===== config.mk =====
export PLATFORM = sky130hd
export DESIGN_NAME = alu_scheduler
export DESIGN_NICKNAME = d
export VERILOG_FILES = /design/src/rtl/alu_sched_pkg.sv /design/src/rtl/rr_arbiter.sv /design/src/rtl/alu_scheduler.sv
export SDC_FILE = /design/constraint.sdc
export NUM_CORES = 1
export LEC_CHECK = 0
export CAP_MARGIN = 10
export CELL_PAD_IN_SITES_DETAIL_PLACEMENT = 2
export CELL_PAD_IN_SITES_GLOBAL_PLACEMENT = 2
export CORE_MARGIN = 2
export CORE_UTILIZATION = 27
export DETAILED_ROUTE_END_ITERATION = 8
export GPL_TIMING_DRIVEN = 0
export PLACE_DENSITY = 0.88
export SLEW_MARGIN = 15
export SYNTH_ARGS = -nofsm -noshare
export SYNTH_HDL_FRONTEND = slang
export SYNTH_SLANG_ARGS = --single-unit

===== constraint.sdc =====
create_clock -name in_clock -period 4.4 [get_ports in_clock]
set_clock_uncertainty 0.1 [all_clocks]
set_input_delay 0.88 -clock in_clock [delete_from_list [all_inputs] [get_ports in_clock]]
set_output_delay 0.88 -clock in_clock [all_outputs]
set_load 0.01 [all_outputs]

===== src/rtl/alu_sched_pkg.sv =====
// Shared types and constants for the ALU scheduler and its round-robin arbiter.
package alu_sched_pkg;

  localparam int unsigned DefWidth = 8;
  localparam int unsigned DefFuncW = 3;

  localparam logic [2:0] FUNC_ILLEGAL = 3'b111;

  typedef enum logic [1:0] {
    StIdle  = 2'd0,
    StIssue = 2'd1,
    StWait  = 2'd2,
    StResp  = 2'd3
  } sched_state_e;

endpackage


===== src/rtl/rr_arbiter.sv =====
// Combinational round-robin arbiter: the first set request at or after ptr wins, wrapping.
module rr_arbiter #(
  parameter int unsigned N    = 4,
  parameter int unsigned IDX_W = (N > 1) ? $clog2(N) : 1
) (
  input  logic [N-1:0]     req,
  input  logic [IDX_W-1:0] ptr,
  output logic [N-1:0]     grant,
  output logic [IDX_W-1:0] idx,
  output logic             found
);

  int unsigned      cand;
  logic [IDX_W-1:0] cand_idx;

  always_comb begin
    grant    = '0;
    idx      = '0;
    found    = 1'b0;
    cand     = 0;
    cand_idx = '0;
    for (int unsigned i = 0; i < N; i++) begin
      cand = 32'(ptr) + i;
      if (cand >= N) cand = cand - N;
      cand_idx = IDX_W'(cand);
      if (!found && req[cand_idx]) begin
        found           = 1'b1;
        grant[cand_idx] = 1'b1;
        idx             = cand_idx;
      end
    end
  end

endmodule


===== src/rtl/alu_scheduler.sv =====
// Shares one clocked ALU between NUM_REQ requesters with round-robin arbitration,
// one operation in flight, and per-requester result/error responses.
module alu_scheduler
  import alu_sched_pkg::*;
#(
  parameter int unsigned NUM_REQ = 4,
  parameter int unsigned WIDTH   = DefWidth,
  parameter int unsigned FUNC_W  = DefFuncW,
  parameter int unsigned TIMEOUT = 15
) (
  input  logic                      in_clock,
  input  logic                      in_reset_n,
  input  logic [NUM_REQ-1:0]        in_req_valid,
  output logic [NUM_REQ-1:0]        out_req_ready,
  input  logic [NUM_REQ*WIDTH-1:0]  in_req_lhs,
  input  logic [NUM_REQ*WIDTH-1:0]  in_req_rhs,
  input  logic [NUM_REQ*FUNC_W-1:0] in_req_function,
  output logic [NUM_REQ-1:0]        out_rsp_valid,
  input  logic [NUM_REQ-1:0]        in_rsp_ready,
  output logic [WIDTH-1:0]          out_rsp_result,
  output logic                      out_rsp_error,
  output logic                      out_alu_valid,
  output logic [WIDTH-1:0]          out_alu_lhs,
  output logic [WIDTH-1:0]          out_alu_rhs,
  output logic [FUNC_W-1:0]         out_alu_function,
  input  logic                      in_alu_valid,
  input  logic [WIDTH-1:0]          in_alu_result
);

  localparam int unsigned IdxW = (NUM_REQ > 1) ? $clog2(NUM_REQ) : 1;
  localparam logic [FUNC_W-1:0] IllegalFn  = FUNC_W'(FUNC_ILLEGAL);
  localparam logic [7:0]        TimeoutCnt = 8'(TIMEOUT);

  sched_state_e      state_q, state_d;
  logic [IdxW-1:0]   ptr_q, ptr_d;
  logic [IdxW-1:0]   grant_q, grant_d;
  logic [WIDTH-1:0]  lhs_q, lhs_d, rhs_q, rhs_d, result_q, result_d;
  logic [FUNC_W-1:0] fn_q, fn_d;
  logic              error_q, error_d;
  logic [7:0]        cnt_q, cnt_d;

  logic [NUM_REQ-1:0] arb_grant;
  logic [IdxW-1:0]    arb_idx;
  logic               arb_found;
  logic [WIDTH-1:0]   sel_lhs, sel_rhs;
  logic [FUNC_W-1:0]  sel_fn;

  rr_arbiter #(
    .N    (NUM_REQ),
    .IDX_W(IdxW)
  ) u_arb (
    .req  (in_req_valid),
    .ptr  (ptr_q),
    .grant(arb_grant),
    .idx  (arb_idx),
    .found(arb_found)
  );

  assign sel_lhs = in_req_lhs[arb_idx*WIDTH +: WIDTH];
  assign sel_rhs = in_req_rhs[arb_idx*WIDTH +: WIDTH];
  assign sel_fn  = in_req_function[arb_idx*FUNC_W +: FUNC_W];

  always_comb begin
    state_d       = state_q;
    ptr_d         = ptr_q;
    grant_d       = grant_q;
    lhs_d         = lhs_q;
    rhs_d         = rhs_q;
    fn_d          = fn_q;
    result_d      = result_q;
    error_d       = error_q;
    cnt_d         = cnt_q;
    out_req_ready = '0;
    out_rsp_valid = '0;
    out_alu_valid = 1'b0;
    unique case (state_q)
      StIdle: begin
        // Ready is masked during reset so no requester sees a phantom accept.
        if (in_reset_n) out_req_ready = arb_grant;
        if (arb_found) begin
          grant_d = arb_idx;
          lhs_d   = sel_lhs;
          rhs_d   = sel_rhs;
          fn_d    = sel_fn;
          if (sel_fn == IllegalFn) begin
            result_d = '0;
            error_d  = 1'b1;
            state_d  = StResp;
          end else begin
            state_d = StIssue;
          end
        end
      end
      StIssue: begin
        out_alu_valid = 1'b1;
        cnt_d         = '0;
        state_d       = StWait;
      end
      StWait: begin
        cnt_d = 8'(cnt_q + 8'd1);
        // A valid result takes priority over a coincident timeout.
        if (in_alu_valid) begin
          result_d = in_alu_result;
          error_d  = 1'b0;
          state_d  = StResp;
        end else if (cnt_q == TimeoutCnt) begin
          result_d = '0;
          error_d  = 1'b1;
          state_d  = StResp;
        end
      end
      StResp: begin
        out_rsp_valid[grant_q] = 1'b1;
        if (in_rsp_ready[grant_q]) begin
          ptr_d   = (32'(grant_q) == NUM_REQ - 1) ? '0 : grant_q + IdxW'(1);
          state_d = StIdle;
        end
      end
      default: state_d = StIdle;
    endcase
  end

  always_ff @(posedge in_clock or negedge in_reset_n) begin
    if (!in_reset_n) begin
      state_q  <= StIdle;
      ptr_q    <= '0;
      grant_q  <= '0;
      lhs_q    <= '0;
      rhs_q    <= '0;
      fn_q     <= '0;
      result_q <= '0;
      error_q  <= 1'b0;
      cnt_q    <= '0;
    end else begin
      state_q  <= state_d;
      ptr_q    <= ptr_d;
      grant_q  <= grant_d;
      lhs_q    <= lhs_d;
      rhs_q    <= rhs_d;
      fn_q     <= fn_d;
      result_q <= result_d;
      error_q  <= error_d;
      cnt_q    <= cnt_d;
    end
  end

  assign out_alu_lhs      = lhs_q;
  assign out_alu_rhs      = rhs_q;
  assign out_alu_function = fn_q;
  assign out_rsp_result   = (state_q == StResp) ? result_q : '0;
  assign out_rsp_error    = (state_q == StResp) ? error_q : 1'b0;

endmodule


==> flow_summary.toml <==
[layout]
layout_cells_sized_above_1_pct = 13.1
ff_latch_area_sq_mm = 0.00105
final-instance-count-excl-fill = 600
mostFrequentLayoutCells = "sky130_fd_sc_hd__clkdlybuf4s50_1, sky130_fd_sc_hd__dfrtp_1, sky130_fd_sc_hd__mux2i_1, sky130_fd_sc_hd__mux2_2, sky130_fd_sc_hd__nand2_1"
finish.net_count = 568
layout.cell_area.non_filler_sq_mm = 0.00482
fillers = 1185
number_of_diodes = 0
final_common_cell = "sky130_fd_sc_hd__clkdlybuf4s50_1"
multiInputGateArea_sq_mm = 0.00196
area_delta_synth_final_pct = 53.8
core_occupancy_in_the_finished_layout_pct = 42.4

[global_routing]
grt.met1_usage_pct = 20.8
grt_pass1_wl_microns = 18900
first_global_vias = 3647
top_usage_layer = "met2"
grt_antenna_before_repair = 0
gr-usage-met3_pct = 3.70
met2_usage_pct = 36.9
globalRoute.totalOverflow = 0
grt_start_max_net_pins = 31
grtUsageTotal_pct = 19.0

[worst_setup_path]
crit_end_category = "output port"
worstPathCellList = "clkdlybuf4s50_1 > mux4_2 > nor2b_4 > a22oi_1 > nor2_1 > a221oi_1 > nor2_1 > clkdlybuf4s50_1"
crit_path_arrival_time_ps = 3260
timing.reg2reg.worst_path_depth = 9
worst_r2r_startpoint = "ptr_q[0]"
critical_path.startpoint_type = "input pin"
cp_slowest_cell = "sky130_fd_sc_hd__mux4_2"
ff2ff_setup_slack_ps = 1060
slowest_delay_ps = 670
r2r_end = "result_q[1]"
required_ps = 3420
crit_fanout = 8
critical_path_class = "in2out"

[drt]
route.final.wire_length_microns = 11800
drt-wirelength-per-cell_microns = 19.7
drt-vias-per-instance = 5.13
drc_errors = 0
number_of_detailed_routing_iterations_run_before_antenna_repair = 4
antenna_violating_nets_post_route = 0
via_count = 3077
drtIter0Drc = 104

[place]
post-place-cells = 591
buffer_ports.inserted = 131
place_worst_setup_slack_ps = -473
dpl_cell_area_sq_mm = 0.00464
dp.final_hpwl_microns = 9290
place.gp.congestion = 0.744

[cts]
tritoncts_num_sinks = 42
clk_pin_slew_worst_paths_ps = 60
cts_root_buf = "sky130_fd_sc_hd__clkbuf_16"
clock_latency_ps = 290
cts_made_buffers = 5
cts-hold-fix-buffers = 0
clock_tree.buffer_depth = 2
tritoncts = "yes"
ctsHtreeMaxLevel = 2

[floorplan]
design.core.area_sq_mm = 0.0114
num_rows = 39
die_area_sq_mm = 0.0125
initial_utilization_pct = 27.6
die-height_microns = 112
io_pins = 132
die_w_microns = 112

[pwr]
power_density_mw_per_mm2 = 625
post-layout-total-power_mw = 3.02
ir_drop_v = 0.000245
p_leak_nw = 2.03

[sta]
final-max-slew-violation-count = 0
hold_ws_ps = 383
timing.final.crit_share_pct = 96.4
setup_viol = 0
final-hold-violation-count = 0
slew_worst_pin_ps = 578
finalCriticalPeriod_ps = 4240
timing.slew.headroom_pct = 61.5
totalNegativeSetupSlack_ps = 0
postLayoutSetupSlackWorst_ps = 158
fmaxAchievable_mhz = 236

[synthesis]
distinct_cell_type_count_after_synthesis = 46
avgSynthCellArea_sq_um = 9.93
async_flop_share_pct = 100
number_of_nets_produced_by_synthesis = 428
syn_area_sq_mm = 0.00314
synth_enable_flop_cells = 0
seq_area_frac_synth_pct = 33.5
ys_ff_latch = 42
post_synthesis_cell_count = 316
yosys_most_used_dff = "sky130_fd_sc_hd__dfrtp_1"
synth_warnings = 0

[outcome]
outcome = "finished, final reports clean"

[min_path]
timing.hold.worst.start = "result_q[2]"
whs_path_depth = 1
hold_path.class = "reg2reg"
hold_end = "result_q[2]"

[job]
cap_viol_max_count = 0
==> flip-flops by register name, indices dropped and copies added (netlist names) <==
name,cells
grant_q,2
error_q,1
out_alu_rhs,8
cnt_q,8
result_q,8
out_alu_function,3
state_q,2
ptr_q,2
out_alu_lhs,8
==> area by class of cell <==
class / count / area share, %
buffer: 15 / 1.66
clock buffer: 6 / 2.88
clock inverter: 2 / 0.337
inverter: 15 / 1.17
multi-input combinational: 243 / 40.7
sequential: 42 / 21.8
tap: 143 / 3.71
timing repair buffer: 134 / 27.8
==> layer usage <==
metal / routed length [microns] / up-vias / share of wire (%)
met5: 0 / - / 0
met4: 262 / 0 / 2.2
met3: 460 / 16 / 3.9
met2: 6560 / 74 / 55
met1: 4560 / 1557 / 39
li1: - / 1430 / -
==> synthesized netlist by cell type (all sizes together), types with 5 or more instances <==
master  instances  share of area (%)
buf             6                1.4
nand3          11                1.8
ha             17                6.8
mux2i          39                 12
nor2           13                1.6
nor3            6               0.96
and2           13                2.6
dfrtp          42                 34
inv            15                1.8
o21ai          29                4.7
mux2           30                 11
and3            9                1.8
nand2          26                3.2
clkbuf         10                1.2
mux4            5                3.6
a21oi           6                1.1
==> logic make-up (layout without fill, tap and decap cells) <==
logic type	Yosys count	after routing	synth area share, %
AO/OA/AOI/OAI	62	62	13.8
flip-flops	42	42	33.5
AND/OR/NAND/NOR	88	88	14.2
adder cells (fa/ha/maj)	17	17	6.78
multiplexers	74	74	26.8
buffers and inverters	31	172	4.43
XOR/XNOR	2	2	0.559
==> how the worst max path moves through the flow <==
stage,from,endpoint,depth (start not counted)
floorplan,in_req_valid[3],out_req_ready[0],5
finish,in_req_valid[2],out_req_ready[2],8
global placement,in_reset_n,out_req_ready[3],4
CTS,ptr_q[1],out_req_ready[2],10
detailed placement,in_req_valid[3],out_req_ready[0],7
global route,in_req_valid[2],out_req_ready[3],8
==> worst max-delay path, delay by kind of cell <==
family          cells  cell delay (ps)
buf+inv             2             1080
compound gates      2              160
mux                 1              670
simple gates        3              470
==> where the power goes <==
group          total [mW]  switching, mW  internal [mW]
clock network       0.394          0.166          0.228
registers           0.657          0.116          0.541
logic                1.97           1.03          0.930
==> repair_timing <==
action / CTS / global route
setup endpoints to repair: 4 / 4
hold endpoints to repair: 0 / 0
buffers inserted: 0 / 2
resized for setup: 2 / 2
Note: power is estimated with default switching activity, not from simulation.
